`config.mk`:
```
export PLATFORM = sky130hd
export DESIGN_NAME = cosim_stim_gen
export DESIGN_NICKNAME = d
export VERILOG_FILES = /design/src/rtl/cosim_stim_gen_pkg.sv /design/src/rtl/cosim_stim_gen_lfsr32.sv /design/src/rtl/cosim_stim_gen.sv
export SDC_FILE = /design/constraint.sdc
export NUM_CORES = 1
export LEC_CHECK = 0
export CORE_MARGIN = 1
export CORE_UTILIZATION = 51
export DETAILED_ROUTE_END_ITERATION = 10
export GPL_TIMING_DRIVEN = 0
export PLACE_DENSITY_LB_ADDON = 0.08
export SLEW_MARGIN = 40
export SYNTH_ARGS = -nofsm -noshare
export SYNTH_HDL_FRONTEND = slang
export SYNTH_SLANG_ARGS = --single-unit
```
`constraint.sdc`:
```
create_clock -name clk -period 5.5 [get_ports clk]
set_clock_uncertainty 0.15 [all_clocks]
set_input_delay 0.55 -clock clk [delete_from_list [all_inputs] [get_ports clk]]
set_output_delay 0.55 -clock clk [all_outputs]
set_load 0.02 [all_outputs]
```
`src/rtl/cosim_stim_gen_pkg.sv`:
```
// cosim_stim_pkg: shared types and constants for the cosim stimulus generator.
// The WALK state only exists when COSIM_STIM_WALK_EN is defined.
package cosim_stim_pkg;

  localparam logic [31:0] LFSR_TAPS = 32'h80200003;
  localparam logic [31:0] SEED_INC  = 32'h9E3779B9;
  localparam int          NLANES    = 4;
  localparam int          LANE_W    = 32;

  typedef enum logic [1:0] {
    ST_IDLE = 2'd0,
`ifdef COSIM_STIM_WALK_EN
    ST_WALK = 2'd1,
`endif
    ST_RUN  = 2'd2,
    ST_DONE = 2'd3
  } state_e;

  // Per-lane seed; an all-zero seed would lock the LFSR, so it becomes 1.
  function automatic logic [31:0] lane_seed(input logic [31:0] base, input int unsigned idx);
    logic [31:0] s;
    s = base + SEED_INC * 32'(idx);
    if (s == 32'h0) s = 32'h1;
    return s;
  endfunction

  // One Galois step of x^32+x^22+x^2+x+1.
  function automatic logic [31:0] lfsr_step(input logic [31:0] x);
    return (x >> 1) ^ (x[0] ? LFSR_TAPS : 32'h0);
  endfunction

endpackage

```
`src/rtl/cosim_stim_gen_lfsr32.sv`:
```
// cosim_lfsr32: one 32-bit Galois LFSR lane with seed reload and step enable.
module cosim_lfsr32
  import cosim_stim_pkg::*;
#(
  parameter logic [31:0] SEED = 32'h1
) (
  input  logic        clk,
  input  logic        rst,
  input  logic        load_i,
  input  logic        step_i,
  output logic [31:0] value_o
);

  logic [31:0] value_q, value_d;

  // Reload has priority over stepping; otherwise hold.
  always_comb begin
    // NOTE: assign a default before any branch so no path leaves value_d unassigned (latch).
    value_d = value_q;
    if (load_i)      value_d = SEED;
    else if (step_i) value_d = lfsr_step(value_q);
  end

  // Lane register; resets to its own seed so the first beat is ready immediately.
  always_ff @(posedge clk or posedge rst) begin
    // NOTE: non-blocking assignments for flops keep all registers updating from pre-edge values.
    if (rst) value_q <= SEED;
    else     value_q <= value_d;
  end

  assign value_o = value_q;

endmodule

```
`src/rtl/cosim_stim_gen.sv`:
```
// cosim_stim_gen: seeded 128-bit stimulus source over valid/ready.
// Optional feature macro: COSIM_STIM_WALK_EN (adds a 128-beat walking-one preamble).
module cosim_stim_gen
  import cosim_stim_pkg::*;
#(
  parameter int unsigned NVEC = 256,
  parameter logic [31:0] SEED = 32'h1
) (
  input  logic         clk,
  input  logic         rst,
  input  logic         start,
  input  logic         out_ready,
  output logic         out_valid,
  output logic [127:0] out_data,
  output logic         busy,
  output logic         done,
  output logic [15:0]  vec_count
);

  state_e                     state_q, state_d;
  logic [15:0]                vec_count_q, vec_count_d;
  logic [NLANES*LANE_W-1:0]   lanes;
  logic                       lane_load, lane_step, accept;
`ifdef COSIM_STIM_WALK_EN
  logic [6:0]                 walk_idx_q, walk_idx_d;
`endif

  assign accept = out_valid && out_ready;

  for (genvar i = 0; i < NLANES; i++) begin : g_lane
    cosim_lfsr32 #(.SEED(lane_seed(SEED, i))) u_lane (
      .clk     (clk),
      .rst     (rst),
      .load_i  (lane_load),
      .step_i  (lane_step),
      .value_o (lanes[i*LANE_W +: LANE_W])
    );
  end

  // Next-state, counter and lane control.
  always_comb begin
    state_d     = state_q;
    vec_count_d = vec_count_q;
    lane_load   = 1'b0;
    lane_step   = 1'b0;
`ifdef COSIM_STIM_WALK_EN
    walk_idx_d  = walk_idx_q;
`endif
    case (state_q)
      ST_IDLE, ST_DONE: begin
        if (start) begin
          lane_load   = 1'b1;
          vec_count_d = 16'h0;
`ifdef COSIM_STIM_WALK_EN
          walk_idx_d  = 7'd0;
          state_d     = ST_WALK;
`else
          state_d     = ST_RUN;
`endif
        end
      end
`ifdef COSIM_STIM_WALK_EN
      ST_WALK: begin
        if (accept) begin
          walk_idx_d = walk_idx_q + 7'd1;
          if (walk_idx_q == 7'd127) state_d = ST_RUN;
        end
      end
`endif
      ST_RUN: begin
        if (accept) begin
          lane_step   = 1'b1;
          vec_count_d = vec_count_q + 16'd1;
          if (vec_count_q == 16'(NVEC - 1)) state_d = ST_DONE;
        end
      end
      default: state_d = ST_IDLE;
    endcase
  end

  // State, counter and walk index registers.
  always_ff @(posedge clk or posedge rst) begin
    if (rst) begin
      state_q     <= ST_IDLE;
      vec_count_q <= 16'h0;
`ifdef COSIM_STIM_WALK_EN
      walk_idx_q  <= 7'd0;
`endif
    end else begin
      state_q     <= state_d;
      vec_count_q <= vec_count_d;
`ifdef COSIM_STIM_WALK_EN
      walk_idx_q  <= walk_idx_d;
`endif
    end
  end

  // Output mux; decoded straight from registers so reset clears outputs without a clock.
  always_comb begin
    out_valid = 1'b0;
    out_data  = '0;
    busy      = 1'b0;
    done      = (state_q == ST_DONE);
    if (state_q == ST_RUN) begin
      out_valid = 1'b1;
      busy      = 1'b1;
      out_data  = lanes;
    end
`ifdef COSIM_STIM_WALK_EN
    if (state_q == ST_WALK) begin
      out_valid = 1'b1;
      busy      = 1'b1;
      out_data  = {127'b0, 1'b1} << walk_idx_q;
    end
`endif
  end

  assign vec_count = vec_count_q;

endmodule

```
==> impl_metrics.tcl, run 1 <==
set metrics [dict create \
    outcome "completed" \
    syn_nets 820 \
    port-buffer-count 150 \
    worstPathMaxFanout 10 \
    place_area_mm2 0.00879 \
    wl_per_cell_um 15.3 \
    worstSetupPathType "reg2out" \
    hold_depth 2 \
    tightest_slew_ns 0.828 \
    dr.pass1.iters 5 \
    syn_area_per_cell_um2 8.67 \
    dieWidth_um 119 \
    clock-root-buffer "clkbuf_16" \
    fill_cells 1074 \
    synthCells 812 \
    routed_wl_mm 17.9 \
    track_usage_pct 26.6 \
    cts_tree "yes" \
    synth_top_area_cell "dfrtp_1" \
    cts_max_level 4 \
    pin_count 151 \
    drt-initial-drc-count 459 \
    p_per_area_mw_per_mm2 515 \
    grt_max_degree 76 \
    r2r_cells 8 \
    clk_pin_slew_ns 0.06 \
    place_hpwl_mm 12.2 \
    ys_types 37 \
    ctsLongestPathBuffers 2 \
    cp.arrival_ns 3.66 \
    critPathLaunchType "flip-flop" \
    drv_slew 0 \
    vdd_drop_max_mv 0.300 \
    die_h_um 119 \
    post_cts_buffers 0 \
    numCtsBuffers 17 \
    core_mm2 0.0133 \
    place_congestion 0.797 \
    die_area_mm2 0.0143 \
    cts.sinks 146 \
    syn_area_mm2 0.00704 \
    ys_seq_elements 146 \
    diodes 0 \
    rows 42 \
    fin_crit_sh_pct 79.2 \
    hold_viol_final 0 \
    synth_ff_type "dfrtp_1" \
    drc 0 \
    setup_viol 0 \
    seq_area_frac_synth_pct 52.9 \
    insertion_delay_ns 0.42 \
    stdcell_area_mm2 0.00940 \
    max-slew-margin-rel_pct 44.8 \
    num-nets-final 990 \
    hold_class "reg2reg" \
    cp.required_ns 4.80 \
    initial_core_util_pct 52.7 \
    grt_overflow 0 \
    fin_crit_ns 4.36 \
    synthTopCellsByArea "dfrtp_1 31%, dfstp_2 22%, nand2_1 13%" \
    postLayoutCoreUtil_pct 70.5 \
    p_leak_nw 4.00 \
    area_growth_pct 33.6 \
    worst_setup_path_end_kind "output pin" \
    layout-drive-gt1-share_pct 9.65 \
    grt_pass1_vias 5799 \
    grt_antenna_before_repair 0 \
    ant_nets 0 \
    ys.warnings.count 0 \
    synth_top_area_share_pct 31.3 \
    viasPerCell 5.27 \
    max_freq_ghz 0.230 \
    rsz0062_at_grt "no" \
    synth_edf_count 0 \
    synth-async-reset-ratio_pct 100 \
    cts_hold_buffers 0 \
    max_cap_violations 0 \
    cts_resized 0 \
    vias 6177 \
    grt_pass1_wl_mm 29.6 \
]
critical path, cell delays in order (launching register included):
cell,delay (ns)
dfrtp_1,0.39
inv_1,0.08
ha_1,0.28
clkbuf_1,0.48
clkbuf_1,0.69
clkbuf_1,0.46
and2_1,0.23
clkdlybuf4s50_1,0.62
registers in the layout, indices dropped and copies added, names as in the netlist:
signal                 count
vec_count                 16
state_q                    2
g_lane.u_lane.value_o    128
worst paths after layout:
check	endpoint	slack, ns	startpoint
hold / removal	g_lane[1].u_lane.value_o[7]$_DFFE_PP1P_	0.33	g_lane[1].u_lane.value_o[8]$_DFFE_PP1P_
setup / recovery	out_data[97]	1.14	state_q[0]$_DFFE_PP0P_
hold reg to reg	g_lane[1].u_lane.value_o[7]$_DFFE_PP1P_	0.33	g_lane[1].u_lane.value_o[8]$_DFFE_PP1P_
setup reg to reg	g_lane[1].u_lane.value_o[14]$_DFFE_PP1P_	2.69	state_q[0]$_DFFE_PP0P_
min in group asynchronous	g_lane[0].u_lane.value_o[15]$_DFFE_PP0P_	0.43	rst
max in group asynchronous	g_lane[3].u_lane.value_o[25]$_DFFE_PP1P_	4.00	rst
through the flow:
stage          setup TNS, ns  power, mW  setup slack (ns)  hold slack, ns  std cells
6_report                   0       4.84              1.14           0.333       1171
5_1_grt                    0       5.10             0.951           0.356       1171
4_1_cts                    0       4.87              1.14           0.338       1171
3_5_place_dp               0       3.67              1.60           0.332       1139
3_3_place_gp          -99.05       3.64             -1.14           0.325       1138
2_1_floorplan              0       2.81             0.973           0.319        812
layout by cell type (no fill, tap or decap), types with 3 or more instances in the layout:
| cell | instances |
|---|---|
| o31ai_1 | 6 |
| or4_1 | 7 |
| dfrtp_1 | 88 |
| nand3_1 | 55 |
| or3_1 | 8 |
| nand2_1 | 247 |
| buf_1 | 4 |
| clkbuf_1 | 56 |
| o211ai_1 | 5 |
| and3_1 | 3 |
| dfstp_2 | 58 |
| and2_1 | 130 |
| clkdlybuf4s50_1 | 150 |
| o21ai_0 | 6 |
| ha_1 | 4 |
| nor2_1 | 11 |
| a21oi_1 | 78 |
| clkbuf_16 | 19 |
| nor3_1 | 3 |
| xnor2_1 | 12 |
| nor4b_1 | 3 |
| a211oi_1 | 3 |
| clkinv_2 | 5 |
| inv_1 | 7 |
layout make-up:
cell class,instances,area (um^2),area share (%)
clock inverters,9,98.8,1.05
inverters,8,37.5,0.399
clock buffers,23,510,5.43
plain buffers,62,253,2.69
well taps,176,220,2.34
multi-input cells,596,3030,32.2
flip-flops and latches,146,3730,39.6
repair buffers,151,1530,16.3
power by group:
part	internal (mW)	switching, mW	leakage (nW)
sequential	1.52	0.294	1.75
combinational	0.908	0.941	1.94
clock	0.742	0.440	0.303
cells by family after synthesis:
| logic type | synth area share [%] |
|---|---|
| AND/OR/NAND/NOR | 32.6 |
| flip-flops | 52.9 |
| buffers and inverters | 4.02 |
| multiplexers | 0.142 |
| XOR/XNOR | 1.74 |
| AO/OA/AOI/OAI | 7.82 |
| adder cells (fa/ha/maj) | 0.711 |
synthesized netlist by cell type (7+ instances only):
library cell / n
inv_1: 8
clkbuf_1: 54
and2_1: 130
nor2_1: 11
dfrtp_1: 88
nand3_1: 55
xnor2_1: 12
nand2_1: 247
or3_1: 8
or4_1: 7
a21oi_1: 78
dfstp_2: 58
per-layer routing:
metal	share of wire, %	vias to the layer above	wire length (um)	global-route usage [%]
met5	0	-	0	0
met4	1.6	0	285	8.75
met3	4.8	24	869	5.08
met2	48	191	8540	41.9
met1	46	2988	8230	36.8
li1	-	2974	-	-
(Power assumes the default switching activity.)
==> inputs of run 2 (changes only) <==
==> constraint.sdc (replaced) <==
create_clock -name clk -period 4.15 [get_ports clk]
set_clock_uncertainty 0.15 [all_clocks]
set_input_delay 0.415 -clock clk [delete_from_list [all_inputs] [get_ports clk]]
set_output_delay 0.415 -clock clk [all_outputs]
set_load 0.02 [all_outputs]
==> run 2 against run 1 <==
- clock-buffer cell count is 1 higher
- clock power is 13% higher
- first-iteration DRC count is 5.2% lower
- setup slack worse by 0.96 ns
- combinational power is 34% higher
- largest power group unchanged
- die area stayed put
- global-route usage is 0.080 points higher
- flip-flop and latch count stayed put
- worst hold slack worse by 0.14 ns
- cell count is 0.43% higher
- cell area hardly changed
==> impl_metrics.tcl, run 2 (synthesis gave the netlist of run 1 again) <==
set metrics [dict create \
    outcome "completed" \
    pin_count 151 \
    dpl.cell_count 1144 \
    area_growth_pct 33.7 \
    fin_cells 1176 \
    tns_ns 0 \
    dr.pass1.iters 5 \
    die_area_mm2 0.0143 \
    power_mw 6.19 \
    max_freq_ghz 0.252 \
    cts_tree "yes" \
    fin_ws_ns 0.181 \
    max-slew-margin-rel_pct 60.2 \
    viasPerCell 5.19 \
    place_hpwl_mm 12.5 \
    place_area_mm2 0.00891 \
    wl_per_cell_um 15.1 \
    num-nets-final 995 \
    place_congestion 0.796 \
    power_frac_seq_pct 38.6 \
    vdd_drop_max_mv 0.357 \
    final_common_cell "nand2_1" \
    postLayoutCoreUtil_pct 70.5 \
    setup_viol 0 \
    max_cap_violations 0 \
    cp.required_ns 3.59 \
    vias 6101 \
    p_sw_mw 2.19 \
    r2r_cells 8 \
    p_clk_share_pct 21.5 \
    cts.sinks 146 \
    rsz0062_at_grt "no" \
    largest_reg_flops 128 \
    cp.arrival_ns 3.40 \
    dieWidth_um 119 \
    grt_antenna_before_repair 0 \
    initial_core_util_pct 52.7 \
    p_per_area_mw_per_mm2 658 \
    clk_pin_slew_ns 0.06 \
    grt_max_degree 27 \
    diodes 0 \
    tightest_slew_ns 0.597 \
    grt_pass1_vias 5799 \
    reg2reg_to "g_lane[1].u_lane.value_o[18]$_DFFE_PP1P_" \
    drc 0 \
    die_h_um 119 \
    grt_overflow 0 \
    stdcell_area_mm2 0.00941 \
    worstPathMaxFanout 10 \
    worstSetupPathType "reg2out" \
    critPathLaunchType "flip-flop" \
    clock-root-buffer "clkbuf_16" \
    track_usage_pct 26.6 \
    switching_share_pct 35.5 \
    grt_pass1_wl_mm 29.6 \
    insertion_delay_ns 0.42 \
    cts_max_level 4 \
    hold-worst-slack_ns 0.190 \
    layout_common_cells "247 x nand2_1, 150 x clkdlybuf4s50_1, 130 x and2_1" \
    p_leak_nw 4.00 \
    worst_setup_path_end_kind "output pin" \
    drv_slew 0 \
    p_int_mw 3.99 \
    fill_cells 1085 \
    numCtsBuffers 17 \
    r2r-start "state_q[0]$_DFFE_PP0P_" \
    ctsLongestPathBuffers 2 \
    fin_crit_ns 3.97 \
    comb_power_share_pct 39.9 \
    rows 42 \
    port-buffer-count 150 \
    drt-initial-drc-count 435 \
    fin_crit_sh_pct 95.6 \
    reg2reg_slack_ns 1.27 \
    layout-drive-gt1-share_pct 9.80 \
    routed_wl_mm 17.8 \
    core_mm2 0.0133 \
    hold_class "in2async" \
    pre_cts_slack_ns 0.361 \
    hold_viol_final 0 \
    ant_nets 0 \
]
==> run 2: changes by cell type in the layout (fill, tap and decap cells not counted) <==
| cell | before | now |
|---|---|---|
| buf_12 | 0 | 3 |
| buf_16 | 1 | 3 |
| clkbuf_8 | 2 | 1 |
| inv_4 | 1 | 0 |
| clkbuf_2 | 0 | 1 |
| clkbuf_1 | 56 | 59 |
| bufinv_16 | 2 | 0 |
| clkbuf_16 | 19 | 17 |
| inv_8 | 1 | 0 |
| clkinv_2 | 5 | 8 |
==> run 2: layer usage <==
metal	share of wire, %	routed length, um	up-vias	GRT usage, %
met2	47	8340	165	40.9
met3	5.0	893	24	5.22
met1	47	8300	2939	38.0
met4	1.3	233	0	8.36
met5	0	0	-	0
li1	-	-	2973	-
==> run 2: timing repair <==
item / in CTS / in global routing
gates resized for setup: 1 / 0
hold buffers: 0 / 0
setup endpoints to repair: 14 / 0
setup buffers: 0 / 0
==> run 2: critical path, stage by stage (launching register included) <==
cell and delay [ns]:
dfrtp_1 0.40, inv_1 0.08, ha_1 0.27, clkbuf_1 0.50, clkbuf_2 0.45, clkbuf_1 0.42, and2_1 0.24, clkdlybuf4s50_1 0.62
==> run 2: worst max-delay path by stage <==
stage | cells past startpoint | endpoint | slack (ns) | from
global route | 7 | out_data[95] | 0.05 | state_q[0]$_DFFE_PP0P_
detailed placement | 7 | out_data[97] | 0.36 | state_q[0]$_DFFE_PP0P_
finish | 7 | out_data[97] | 0.18 | state_q[0]$_DFFE_PP0P_
global placement | 7 | out_data[97] | 0.34 | state_q[0]$_DFFE_PP0P_
floorplan | 6 | out_data[100] | 1.78 | state_q[0]$_DFFE_PP0P_
CTS | 7 | out_data[97] | 0.16 | state_q[0]$_DFFE_PP0P_
==> run 2: power groups by stage <==
stage	sequential, mW	combinational (mW)	clock (mW)
after floorplan	2.29	1.43	0
after global placement	2.40	2.42	0
after detailed placement	2.40	2.48	0
after CTS	2.39	2.49	1.35
after global routing	2.46	2.66	1.43
final	2.39	2.47	1.33
==> run 2: final cells by class <==
cell class              count  area [um^2]  area share [%]
clock buffers              24          462            4.91
repair buffers            156         1640            17.5
clock inverters             8         40.0           0.426
inverters                   8         33.8           0.359
plain buffers              62          254            2.70
multi-input cells         596         3030            32.2
flip-flops and latches    146         3730            39.6
well taps                 176          220            2.34
